File: src/rtl/ifid_skid_reg.sv
// Ready/valid pipeline register with a 2-entry skid buffer (main + skid) and flush-to-bubble.
// Latency: 1 cycle from accept to output; 1 entry/cycle sustained while out_ready=1.
// Backpressure: entries are held, never dropped; in_ready is registered and deasserts only when both slots are full.
// Optional IFID_SKID_STATS_EN adds stall_cnt / flush_cnt statistics outputs.
module ifid_skid_reg #(
  parameter int                   INSTR_W   = 32,
  parameter int                   DATA_W    = 32,
  parameter logic [INSTR_W-1:0]   NOP_INSTR = 32'h00000013
) (
  input  logic               clk,
  input  logic               reset,
  input  logic               flush,
  input  logic               in_valid,
  output logic               in_ready,
  input  logic [INSTR_W-1:0] instr_in,
  input  logic [DATA_W-1:0]  data_in,
  output logic               out_valid,
  input  logic               out_ready,
  output logic [INSTR_W-1:0] instr_out,
  output logic [DATA_W-1:0]  data_out
`ifdef IFID_SKID_STATS_EN
  ,
  output logic [31:0]        stall_cnt,
  output logic [31:0]        flush_cnt
`endif
);

  typedef enum logic [1:0] {
    ST_EMPTY = 2'd0,
    ST_ONE   = 2'd1,
    ST_FULL  = 2'd2
  } state_t;

  state_t               state_q, state_d;
  logic [INSTR_W-1:0]   main_instr_q, main_instr_d;
  logic [DATA_W-1:0]    main_data_q, main_data_d;
  logic [INSTR_W-1:0]   skid_instr_q, skid_instr_d;
  logic [DATA_W-1:0]    skid_data_q, skid_data_d;
  logic                 in_ready_q, in_ready_d;

  logic                 accept;
  logic                 take;
  logic [INSTR_W-1:0]   instr_san;

  // A zero instruction word is never a legal encoding here; store it as the bubble.
  assign instr_san = (instr_in == '0) ? NOP_INSTR : instr_in;
  assign accept    = in_valid & in_ready_q;
  assign out_valid = (state_q != ST_EMPTY);
  assign take      = out_valid & out_ready;
  assign in_ready  = in_ready_q;
  // Invalid slot always shows the bubble, independent of what main happens to hold.
  assign instr_out = out_valid ? main_instr_q : NOP_INSTR;
  assign data_out  = out_valid ? main_data_q  : '0;

  // Next-state and slot updates; flush overrides every transition.
  always_comb begin
    state_d      = state_q;
    main_instr_d = main_instr_q;
    main_data_d  = main_data_q;
    skid_instr_d = skid_instr_q;
    skid_data_d  = skid_data_q;
    case (state_q)
      ST_EMPTY: begin
        if (accept) begin
          main_instr_d = instr_san;
          main_data_d  = data_in;
          state_d      = ST_ONE;
        end
      end
      ST_ONE: begin
        if (accept && take) begin
          main_instr_d = instr_san;
          main_data_d  = data_in;
        end else if (accept) begin
          skid_instr_d = instr_san;
          skid_data_d  = data_in;
          state_d      = ST_FULL;
        end else if (take) begin
          main_instr_d = NOP_INSTR;
          main_data_d  = '0;
          state_d      = ST_EMPTY;
        end
      end
      ST_FULL: begin
        if (take) begin
          main_instr_d = skid_instr_q;
          main_data_d  = skid_data_q;
          state_d      = ST_ONE;
        end
      end
      default: begin
        main_instr_d = NOP_INSTR;
        main_data_d  = '0;
        state_d      = ST_EMPTY;
      end
    endcase
    if (flush) begin
      main_instr_d = NOP_INSTR;
      main_data_d  = '0;
      state_d      = ST_EMPTY;
    end
    in_ready_d = (state_d != ST_FULL);
  end

  // State and storage registers with synchronous reset.
  always_ff @(posedge clk) begin
    if (reset) begin
      state_q      <= ST_EMPTY;
      main_instr_q <= NOP_INSTR;
      main_data_q  <= '0;
      skid_instr_q <= NOP_INSTR;
      skid_data_q  <= '0;
      in_ready_q   <= 1'b1;
    end else begin
      state_q      <= state_d;
      main_instr_q <= main_instr_d;
      main_data_q  <= main_data_d;
      skid_instr_q <= skid_instr_d;
      skid_data_q  <= skid_data_d;
      in_ready_q   <= in_ready_d;
    end
  end

`ifdef IFID_SKID_STATS_EN
  logic [31:0] stall_cnt_q;
  logic [31:0] flush_cnt_q;

  assign stall_cnt = stall_cnt_q;
  assign flush_cnt = flush_cnt_q;

  // Free-running statistics; wrap naturally modulo 2^32.
  always_ff @(posedge clk) begin
    if (reset) begin
      stall_cnt_q <= '0;
      flush_cnt_q <= '0;
    end else begin
      if (out_valid && !out_ready) stall_cnt_q <= stall_cnt_q + 32'd1;
      if (flush)                   flush_cnt_q <= flush_cnt_q + 32'd1;
    end
  end
`endif

endmodule

File: config.mk
export PLATFORM = sky130hd
export DESIGN_NAME = ifid_skid_reg
export DESIGN_NICKNAME = d
export VERILOG_FILES = /design/src/rtl/ifid_skid_reg.sv
export SDC_FILE = /design/constraint.sdc
export NUM_CORES = 1
export LEC_CHECK = 0
export CAP_MARGIN = 20
export CORE_MARGIN = 5
export CORE_UTILIZATION = 35
export CTS_CLUSTER_SIZE = 25
export DETAILED_ROUTE_END_ITERATION = 10
export DONT_BUFFER_PORTS = 1
export GPL_TIMING_DRIVEN = 0
export PLACE_DENSITY = 0.56
export SYNTH_ARGS = -nofsm -noshare
export SYNTH_HDL_FRONTEND = slang
export SYNTH_SLANG_ARGS = --single-unit
File: constraint.sdc
create_clock -name clk -period 3.82 [get_ports clk]
set_input_delay 0.382 -clock clk [delete_from_list [all_inputs] [get_ports clk]]
set_output_delay 0.382 -clock clk [all_outputs]
set_load 0.05 [all_outputs]
# == After elaboration in Yosys (flattened, before gate mapping) ==
# Index checks and enable logic that the tools add are counted.
# totals
ff_bits,131
latchBits,0
ramBits,0
rom_bits,0
input_bits,69
output_inout_bits,66
elab_cells,45
n_memories,0
# op_classes
add_sub_neg,0
multipliers,0
div_mod_pow,0
magnitude_cmp,0
eq_ne,7
shifts,0
muxes,22
n_bitwise,3
reduce_logical,7
# op_table
op,n
32-bit two-way mux,13
32-bit case mux with 3 select lines,2
32-bit zero test,1
2-bit two-way mux,6
2-bit != test (second input constant),3
3-bit != test (second input constant),2
2-bit case mux with 3 select lines,1
4-bit AND reduction,1
3-bit AND reduction,1
1-bit bitwise AND,2
2-bit by 1-bit == test with 1-bit output (second input constant),1
2-bit == test (second input constant),1
2-bit zero test,1
2-bit nonzero test,1
2-bit OR reduction,1
1-bit logical AND,1
1-bit NOT,1

# == Logic depth before layout (Yosys ltp) ==
# Gate-level depths: netlist (run 1).
# depth
ltp_word,8
mapped_depth,7
ltp_nobuf,5

# == Worst setup path before layout (run 1) ==
# OpenSTA, ideal clock, no wires.
# synth_path
path_type,flip-flop to output port
from,register state_q[1]
to,output data_out[22]
t_arrival_ns,1.624
required_ns,3.438
setup_slack_ns,1.814
path_stages_with_launch,5
n_path_buf,1
cell_sequence,dfxtp_1 nor2_4 inv_2 clkbuf_1 and2_1
# synth_between
elab_chain_len,2
# synth_rtl
element,line,text
from (decl),34,"state_t state_q, state_d;"
from (signal assigned),115,state_q <= state_d;
2-bit nonzero test,48,assign out_valid = (state_q != ST_EMPTY);
net out_valid,17,"output logic out_valid,"
32-bit two-way mux,53,assign data_out = out_valid ? main_data_q : '0;
to (decl),20,output logic [DATA_W-1:0] data_out
# The timed path passes the listed nets, and every way through them passes these cells.

# == Worst setup path after layout (run 1) ==
# layout_path
from,register state_q[1]
to,output instr_out[23]
# layout_between
elab_chain_len,2
# layout_rtl
element,line,text
2-bit nonzero test,48,
32-bit two-way mux,52,assign instr_out = out_valid ? main_instr_q : NOP_INSTR;
to (decl),19,"output logic [INSTR_W-1:0] instr_out,"
# Every way passes these cells.

==> results.md, run 1 <==
* Max Cap Viol at 0
* CTS buffer count at 17
* Leak at between 2 and 2.5 nW
* Average cell area after synthesis at 8.051 µm²
* Combinational family with the most area after synthesis: compound AO/OA/AOI/OAI gates
* Die Ht at 144.2 µm
* Area grow syn2layout at 13.80%
* R2r startpoint: in_ready$_SDFF_PP1_
* Initial antenna violation count at 0
* R2R depth at 5
* Routed wire length at 18.93 mm
* Cells after DPL at 1,012
* Non-Filler Instances at between 1k and 1.5k
* Fin nets at just under 900
* # clock sinks at 131
* Warnings from Yosys at 0
* Crit Reg-Reg Endpoint: main_data_q[6]$_SDFFE_PP0P_
* FF+latch count, synth at 131
* Drt drc at 0
* Peak supply drop at 328.3 µV
* Tmin final at roughly 3 ns
* Crit Path Max Fanout at 10
* Fin Setup TNS at 0 ns
* Post-CTS Setup Repair Bufs at 0
* Global-route wire length before repair at roughly 29 mm
* Worst-case clock buffer depth at 2
* Total core area at 17,840 µm²
* Hold path depth at 2
* Reg2reg setup slack at about 1.5 ns
* Post-Synthesis Cell Area at 6304 µm²
* Worst slew margin at 0.3447
* Simple-gate area share of the yosys netlist at 0.2279
* Post-synthesis compound-gate area fraction at 0.2497
* Hold_buf cts at 0
* Overflow after GRT at 0
* Vias per cell at 5.195
* Routed via count at between 5k and 6k
* Worst Setup Start Kind: flip-flop
* Initial DRT Pass Iterations at 5
* Post-Syn Instances at 783
* Insertion delay to the later sink of the worst-skew pair at 0.42 ns
* Sequential area share after synthesis at 0.4160
* Max-slew violations at 0
* Initial DRC Count at 333
* Worst Hold End: skid_instr_q[11]$_SDFFE_PP0P_
* Pwr/cell area at 468.0 nW/µm²
* Slew @ Worst Pin at between 0.9 and 1 ns
* Hold crit path type: in -> reg
* Post-synthesis xor/xnor area fraction at 0
* Vias in the first global route at 5,243
* CTS tree: done
* Initial core utilization at 0.3533
* GP Congestion at 0.7790
* Final setup vio count at 0
* Mux share of post-synthesis cell area at 0.04605
* CTS root buffer: clkbuf_16
* Dpl hpwl at 13.59 mm
* # rows at 49
* Worst Setup SP: state_q[1]$_SDFF_PP0_
* Clk_skew at 0.009719 ns
* RSZ-0062 raised after global routing: false
* Syn nets at 852
* Arrival @ worst endpoint at between 2 and 3 ns
* Die area at around 21,000 µm²
* Reg clk slew, reported paths at 0.06 ns
* Ports at 135
* Gr usage total at 0.1837
* Final worst slack at 0.8941 ns
* Pre-CTS WS at about 1.2 ns
* Largest net degree at the start of global routing at 17
* Crit Path Class: reg -> out
* Hold WS at 0.08477 ns
* Status: finished, final reports clean
* DIE WIDTH at approximately 140 µm
* Critical path capture point type: output pin
* Avg WL per Cell at 18.13 µm
* Count of cell types in the netlist at 38
* Routed Antenna Nets at 0
* Final Hold Vio Count at 0
* Max Clock Freq at 0.3418 GHz
* Post-CTS Resized at 0
* Port bufs at 0
* Period utilization at 0.7659
* # diodes at 0
* H-tree depth at 4
* Post-Synth Adder-Cell Area at 0
* CP required at 3.44 ns
* Hold_sp: instr_in[11]
* Layout cells sized above 1 at 0.1055
[routing by layer]
layer / vias up / wire length [µm] / track usage
li1: 2729 / - / -
met3: 21 / 1621 / 0.07804
met2: 149 / 8981 / 0.2972
met5: - / 0 / 0
met1: 2525 / 8098 / 0.2249
met4: 0 / 225 / 0.05106
[metrics by stage]
stage               instance area, µm²  utilization  total power [W]
finish                            7173       0.4021         0.003357
global route                      7173       0.4021         0.003499
CTS                               7173       0.4021         0.003400
detailed placement                6590       0.3694         0.001777
global placement                  6590       0.3694         0.001775
floorplan                         6304            -         0.001694
[power breakdown]
part | switching [W] | leakage, nW | total [W] | internal [W]
Sequential | 0.0000181 | 1.06 | 0.00142 | 0.00140
Clock | 0.000649 | 0.276 | 0.00161 | 0.000964
Combinational | 0.000209 | 1.13 | 0.000322 | 0.000113
Total | 0.000876 | 2.47 | 0.00336 | 0.00248
[layout by cell type, fill, tap and decap left out, drive strengths merged, types with 5 or more instances in the layout]
master,Yosys,routed
nor2,35,35
a21bo,32,32
a21oi,100,100
a22oi,31,31
inv,2,5
and2,61,61
nor4,8,8
o21ai,33,33
nor3,6,6
dfxtp,131,131
nand2,187,187
buf,39,39
clkbuf,33,50
mux2i,29,29
o2bb2ai,29,29
clkinv,0,6
[worst max-delay path: stages (launching register included)]
cell,delay [ns]
dfxtp_1,0.42
nor2_4,0.10
inv_2,0.09
clkbuf_1,0.49
clkbuf_1,0.47
and2_1,0.54
[cells by family after synthesis]
kind of cell	count (synthesis)
AOI/OAI and AO/OA	235
buffers and inverters	74
DFF	131
muxes	29
and+or+nand+nor	314
[layout make-up]
type / instances / area (µm²)
multi-input cells: 578 / 3301
plain buffers: 72 / 372.9
flip-flops and latches: 131 / 2623
clock inverters: 15 / 157.7
fillers: 1877 / 10670
clock buffers: 17 / 425.4
inverters: 2 / 7.507
well taps: 229 / 286.5
[worst max-delay path by stage]
| stage | endpoint | slack, ns | depth (start not counted) |
|---|---|---|---|
| floorplan | data_out[22] | 1.81 | 4 |
| CTS | data_out[0] | 0.78 | 5 |
| finish | instr_out[23] | 0.89 | 5 |
| global route | instr_out[23] | 0.64 | 5 |
| detailed placement | data_out[0] | 1.24 | 5 |
| global placement | data_out[0] | 1.23 | 5 |
[state kept, by name (all words and copies together), names as in the netlist]
| register | cells |
|---|---|
| main_data_q | 32 |
| main_instr_q | 32 |
| skid_data_q | 32 |
| skid_instr_q | 32 |
| state_q | 2 |
| in_ready | 1 |
[Yosys cell counts (all sizes together)]
master / number / share of area
a2111oi: 1 / 0.0044
a211o: 1 / 0.0014
a21bo: 32 / 0.051
a21oi: 100 / 0.079
a22o: 1 / 0.0014
a22oi: 31 / 0.037
a32oi: 2 / 0.0028
and2: 61 / 0.061
and4b: 1 / 0.0016
buf: 39 / 0.039
clkbuf: 33 / 0.020
dfxtp: 131 / 0.42
inv: 2 / 0.0012
mux2i: 29 / 0.046
nand2: 187 / 0.11
nand2b: 4 / 0.0040
nand3: 1 / 0.00079
nand3b: 4 / 0.0048
nand4: 2 / 0.0020
nand4b: 1 / 0.0038
nor2: 35 / 0.022
nor2b: 1 / 0.00099
nor3: 6 / 0.0048
nor4: 8 / 0.0079
o211ai: 1 / 0.0020
o21a: 1 / 0.0012
o21ai: 33 / 0.026
o22ai: 3 / 0.0030
o2bb2ai: 29 / 0.040
or2: 3 / 0.0030
(Power assumes the default switching activity.)
==> run 2: changes to the inputs <==
--- a/config.mk
+++ b/config.mk
@@ -12,7 +12,7 @@
 export DETAILED_ROUTE_END_ITERATION = 10
 export DONT_BUFFER_PORTS = 1
 export GPL_TIMING_DRIVEN = 0
-export PLACE_DENSITY = 0.56
+export PLACE_DENSITY = 0.58
 export SYNTH_ARGS = -nofsm -noshare
 export SYNTH_HDL_FRONTEND = slang
 export SYNTH_SLANG_ARGS = --single-unit
==> constraint.sdc (replaced) <==
create_clock -name clk -period 2.4 [get_ports clk]
set_input_delay 0.24 -clock clk [delete_from_list [all_inputs] [get_ports clk]]
set_output_delay 0.24 -clock clk [all_outputs]
set_load 0.05 [all_outputs]
==> results.md, run 2 (synthesis gave the netlist of run 1 again) <==
* CTS tree: done
* Port bufs at 0
* Routed Antenna Nets at 0
* Insertion delay to the later sink of the worst-skew pair at 0.43 ns
* Die Ht at 144.2 µm
* Largest net degree at the start of global routing at 17
* Crit-path cells: nor2_4 -> inv_2 -> clkbuf_2 -> clkbuf_2 -> and2_2
* H-tree depth at 4
* CTS buffer count at 17
* Max Clock Freq at 0.4346 GHz
* Worst slew margin at 0.5952
* Crit Path Max Fanout at 10
* Initial DRT Pass Iterations at 5
* Critical path capture point type: output pin
* DR WL met3 at 1.521 mm
* Layout cells sized above 1 at 0.1502
* DIE WIDTH at around 140 µm
* Initial DRC Count at 500
* Clk_skew at 0.007715 ns
* Total core area at 17,840 µm²
* Arrival @ worst endpoint at 2.06 ns
* Fin nets at 935
* Initial antenna violation count at 0
* Worst Setup Start Kind: flip-flop
* Hold crit path type: in -> reg
* Peak supply drop at 515.2 µV
* Max-slew violations at 0
* Hold WS at 0.003030 ns
* Cell mode on critical path: clkbuf_2
* Overflow after GRT at 0
* Global-route wire length before repair at between 30 and 40 mm
* Commonest cells after routing, fill and taps aside: nand2_1, dfxtp_1, a21oi_1
* Total power at 0.005409 W
* Status: finished, final reports clean
* Routed via count at ~5.7k
* # diodes at 0
* Ports at 135
* Gr usage total at 0.1950
* Tmin final at 2.301 ns
* # rows at 49
* # clock sinks at 131
* Pwr/cell area at 687.6 nW/µm²
* GP Congestion at around 0.83
* Drt drc at 0
* Vias in the first global route at about 5.6k
* CP required at 2.16 ns
* Slew @ Worst Pin at 0.6097 ns
* M1 wire length at 8.873 mm
* Routed wire length at 20.11 mm
* Reg clk slew, reported paths at approximately 0.060 ns
* Final setup vio count at 0
* Leak at 2.775 nW
* Max stage delay cell, worst path: dfxtp_1
* Vias per cell at 5.180
* Die area at ~21,000 µm²
* Final Hold Vio Count at 0
* RSZ-0062 raised after global routing: false
* Commonest non-fill, non-tap cell in the layout: nand2_1
* CP delay by family, top: buffers and inverters
* Max Cap Viol at 0
* Dpl hpwl at ~14 mm
* CP Buf/Inv Count at 3
* Initial core utilization at 0.3533
* Non-Filler Instances at 1,108
* Period utilization at 0.9587
* Worst-case clock buffer depth at 2
* Met2 routed WL at 9.478 mm
* Top layer in use: met4
* Avg WL per Cell at ~18 µm
* Crit Path Class: reg -> out
* Area grow syn2layout at 24.79%
* Slowest stage delay, CP at 0.43 ns
* CTS root buffer: clkbuf_16
* Cells after DPL at between 1k and 1.5k
[run 2: per-stage QoR]
stage	setup WS [ns]	cell area (µm²)	setup TNS (ns)	util
2_1_floorplan	0.5363	6304	0	-
3_3_place_gp	-0.06570	6590	-0.4615	0.3694
3_5_place_dp	-0.01772	6590	-0.03897	0.3694
4_1_cts	0.002063	7850	0	0.4400
5_1_grt	0.005602	7866	0	0.4409
6_report	0.09921	7866	0	0.4409
[run 2: worst paths after layout]
kind	from	to	slack [ns]	cells after the start
worst min-delay path	instr_in[4]	main_instr_q[4]$_SDFFE_PP1P_	0.003	2
worst max register to register	in_ready$_SDFF_PP1_	main_data_q[6]$_SDFFE_PP0P_	0.39	5
worst max-delay path	state_q[1]$_SDFF_PP0_	instr_out[24]	0.1	5
worst min register to register	main_data_q[16]$_SDFFE_PP0P_	main_data_q[16]$_SDFFE_PP0P_	0.45	2
[run 2: repair_timing]
item / in CTS / in global routing
resized for setup: 33 / 15
hold endpoints to repair: 64 / 0
setup buffers: 0 / 0
hold buffers: 64 / 0
setup endpoints to repair: 49 / 41
[run 2: final cells by class]
cell class,count,area (µm²)
clock buffers,19,452.9
repair buffers,64,640.6
flip-flops and latches,131,2624
well taps,229,286.5
clock inverters,13,125.1
plain buffers,72,379.1
inverters,2,7.507
multi-input cells,578,3351
fillers,1799,9975
[run 2: per-layer routing]
layer / global-route usage / up-vias
met5: 0 / -
met4: 0.05204 / 0
met3: 0.05853 / 19
met2: 0.3119 / 143
met1: 0.2579 / 2713
li1: - / 2864
[run 2: worst reg2reg max path, cell delays in order (launching register included)]
cell	delay, ns
dfxtp_2	0.58
nand2_1	0.18
o211ai_2	0.43
clkbuf_1	0.36
a21bo_2	0.28
a21oi_1	0.11
[run 2: report_power, final]
group / internal (W) / switching (W)
sequential: 0.00223 / 0.0000287
clock: 0.00149 / 0.00104
combinational: 0.000253 / 0.000359
total: 0.00398 / 0.00143
==> run 3: changes to the inputs <==
--- a/config.mk
+++ b/config.mk
@@ -13,6 +13,7 @@
 export DONT_BUFFER_PORTS = 1
 export GPL_TIMING_DRIVEN = 0
 export PLACE_DENSITY = 0.58
+export SETUP_SLACK_MARGIN = 0.15
 export SYNTH_ARGS = -nofsm -noshare
 export SYNTH_HDL_FRONTEND = slang
 export SYNTH_SLANG_ARGS = --single-unit
==> results.md, run 3 (synthesis gave the netlist of run 1 again) <==
* Ports at 135
* Area grow syn2layout at 25.70%
* Max-slew violations at 0
* Hold path depth at 2
* Gr usage total at 0.1955
* Critical path capture point type: output pin
* Global-route wire length before repair at about 32 mm
* Port bufs at 0
* # clock sinks at 131
* Die Ht at 144.2 µm
* Final Hold Vio Count at 0
* Final worst slack at 0.2351 ns
* Cells after DPL at 1,012
* Fin nets at slightly above 900
* Peak supply drop at 515.6 µV
* Status: finished, final reports clean
* Setup crit end: instr_out[24]
* Total core area at between 15,000 and 20,000 µm²
* Worst Setup SP: state_q[1]$_SDFF_PP0_
* # rows at 49
* Pre-CTS WS at -0.01772 ns
* Crit Path Max Fanout at 10
* Max Clock Freq at 0.4619 GHz
* Reg2reg setup slack at 0.39 ns
* Max Cap Viol at 0
* Initial DRC Count at between 400 and 500
* Die area at ~21,000 µm²
* Routed Antenna Nets at 0
* Initial DRT Pass Iterations at 5
* Crit Reg-Reg Endpoint: main_data_q[6]$_SDFFE_PP0P_
* Pwr/cell area at 684.0 nW/µm²
* R2r startpoint: in_ready$_SDFF_PP1_
* Fill count at ~1.8k
* Avg WL per Cell at ~18 µm
* Dpl hpwl at 13.58 mm
* Vias in the first global route at 5,653
* Hold crit path type: in -> reg
* Routed wire length at 20.06 mm
* Commonest non-fill, non-tap cell in the layout: nand2_1
* R2R depth at 5
* CTS root buffer: clkbuf_16
* Reg clk slew, reported paths at 0.06 ns
* Total power at 0.005420 W
* H-tree depth at 4
* Period utilization at 0.9020
* CTS buffer count at 17
* Post-CTS Setup Repair Bufs at 0
* # diodes at 0
* Layout cells sized above 1 at 0.1729
* Largest net degree at the start of global routing at 17
* CTS tree: done
* Drt drc at 0
* Worst-case clock buffer depth at 2
* Slew @ Worst Pin at 0.6281 ns
* RSZ-0062 raised after global routing: true
* Routed via count at 5,746
* Initial core utilization at 0.3533
* Worst Setup Start Kind: flip-flop
* Arrival @ worst endpoint at 1.92 ns
* Worst slew margin at 0.5813
* Crit Path Class: reg -> out
* Insertion delay to the later sink of the worst-skew pair at 0.43 ns
* Clk_skew at 0.007691 ns
* Commonest cells after routing, fill and taps aside: nand2_1, dfxtp_1, a21oi_1
* Overflow after GRT at 0
* GP Congestion at between 0.8 and 0.9
* CP required at about 2.2 ns
* Tmin final at 2.165 ns
* Vias per cell at slightly above 5
* DIE WIDTH at around 140 µm
* Initial antenna violation count at 0
* Final setup vio count at 0
* Non-Filler Instances at 1,108
* Leak at 2.807 nW
run 3: cell types whose count changed in the layout (fill, tap and decap cells not counted):
cell	previous run	this run
clkbuf_2	6	4
clkbuf_4	0	2
clkbuf_1	27	26
and2_1	21	2
and2_2	40	37
buf_2	27	28
and2_4	0	22
run 3: worst min path at each step:
stage | from | to | slack [ns]
2_1_floorplan | data_in[0] | skid_data_q[0]$_SDFFE_PP0P_ | 0.38
3_3_place_gp | data_in[21] | skid_data_q[21]$_SDFFE_PP0P_ | 0.38
3_5_place_dp | data_in[11] | skid_data_q[11]$_SDFFE_PP0P_ | 0.38
4_1_cts | instr_in[4] | main_instr_q[4]$_SDFFE_PP1P_ | 0.0006
5_1_grt | instr_in[4] | main_instr_q[4]$_SDFFE_PP1P_ | 0.01
6_report | instr_in[4] | main_instr_q[4]$_SDFFE_PP1P_ | 0.005
run 3: critical path, stage by stage (launching register included):
cell and delay (ns):
dfxtp_1 0.43, nor2_4 0.10, inv_2 0.09, buf_2 0.28
clkbuf_4 0.32, and2_4 0.28
run 3: per-stage QoR:
stage | TNS (ns) | hold slack [ns] | area (µm²) | util
2_1_floorplan | 0 | 0.3760 | 6304 | -
3_3_place_gp | -0.4615 | 0.3771 | 6590 | 0.3694
3_5_place_dp | -0.03897 | 0.3829 | 6590 | 0.3694
4_1_cts | 0 | 0.0006221 | 7895 | 0.4425
5_1_grt | 0 | 0.01246 | 7924 | 0.4441
6_report | 0 | 0.004738 | 7924 | 0.4441
run 3: cell type report:
| type | count | area, µm² | share of cell area |
|---|---|---|---|
| multi-input cells | 578 | 3402 | 0.4293 |
| flip-flops and latches | 131 | 2624 | 0.3311 |
| repair buffers | 64 | 640.6 | 0.08085 |
| clock buffers | 19 | 452.9 | 0.05716 |
| plain buffers | 72 | 385.4 | 0.04863 |
| well taps | 229 | 286.5 | 0.03616 |
| clock inverters | 13 | 125.1 | 0.01579 |
| inverters | 2 | 7.507 | 0.0009474 |
run 3: report_power, final:
group / internal [W] / total (W) / switching [W] / leakage, nW
clock: 0.00149 / 0.00254 / 0.00105 / 0.269
combinational: 0.000257 / 0.000619 / 0.000361 / 1.48
sequential: 0.00223 / 0.00226 / 0.0000297 / 1.06
run 3: layer usage:
layer,wire length [µm],GRT usage
met5,0,0
met4,246,0.05204
met3,1614,0.05919
met2,9366,0.3128
met1,8833,0.2579
run 3: repair_timing:
item,in CTS,in global routing
endpoints found under the setup margin,68,58
endpoints found under the hold margin,64,0
hold buffers,64,0
resized for setup,68,25
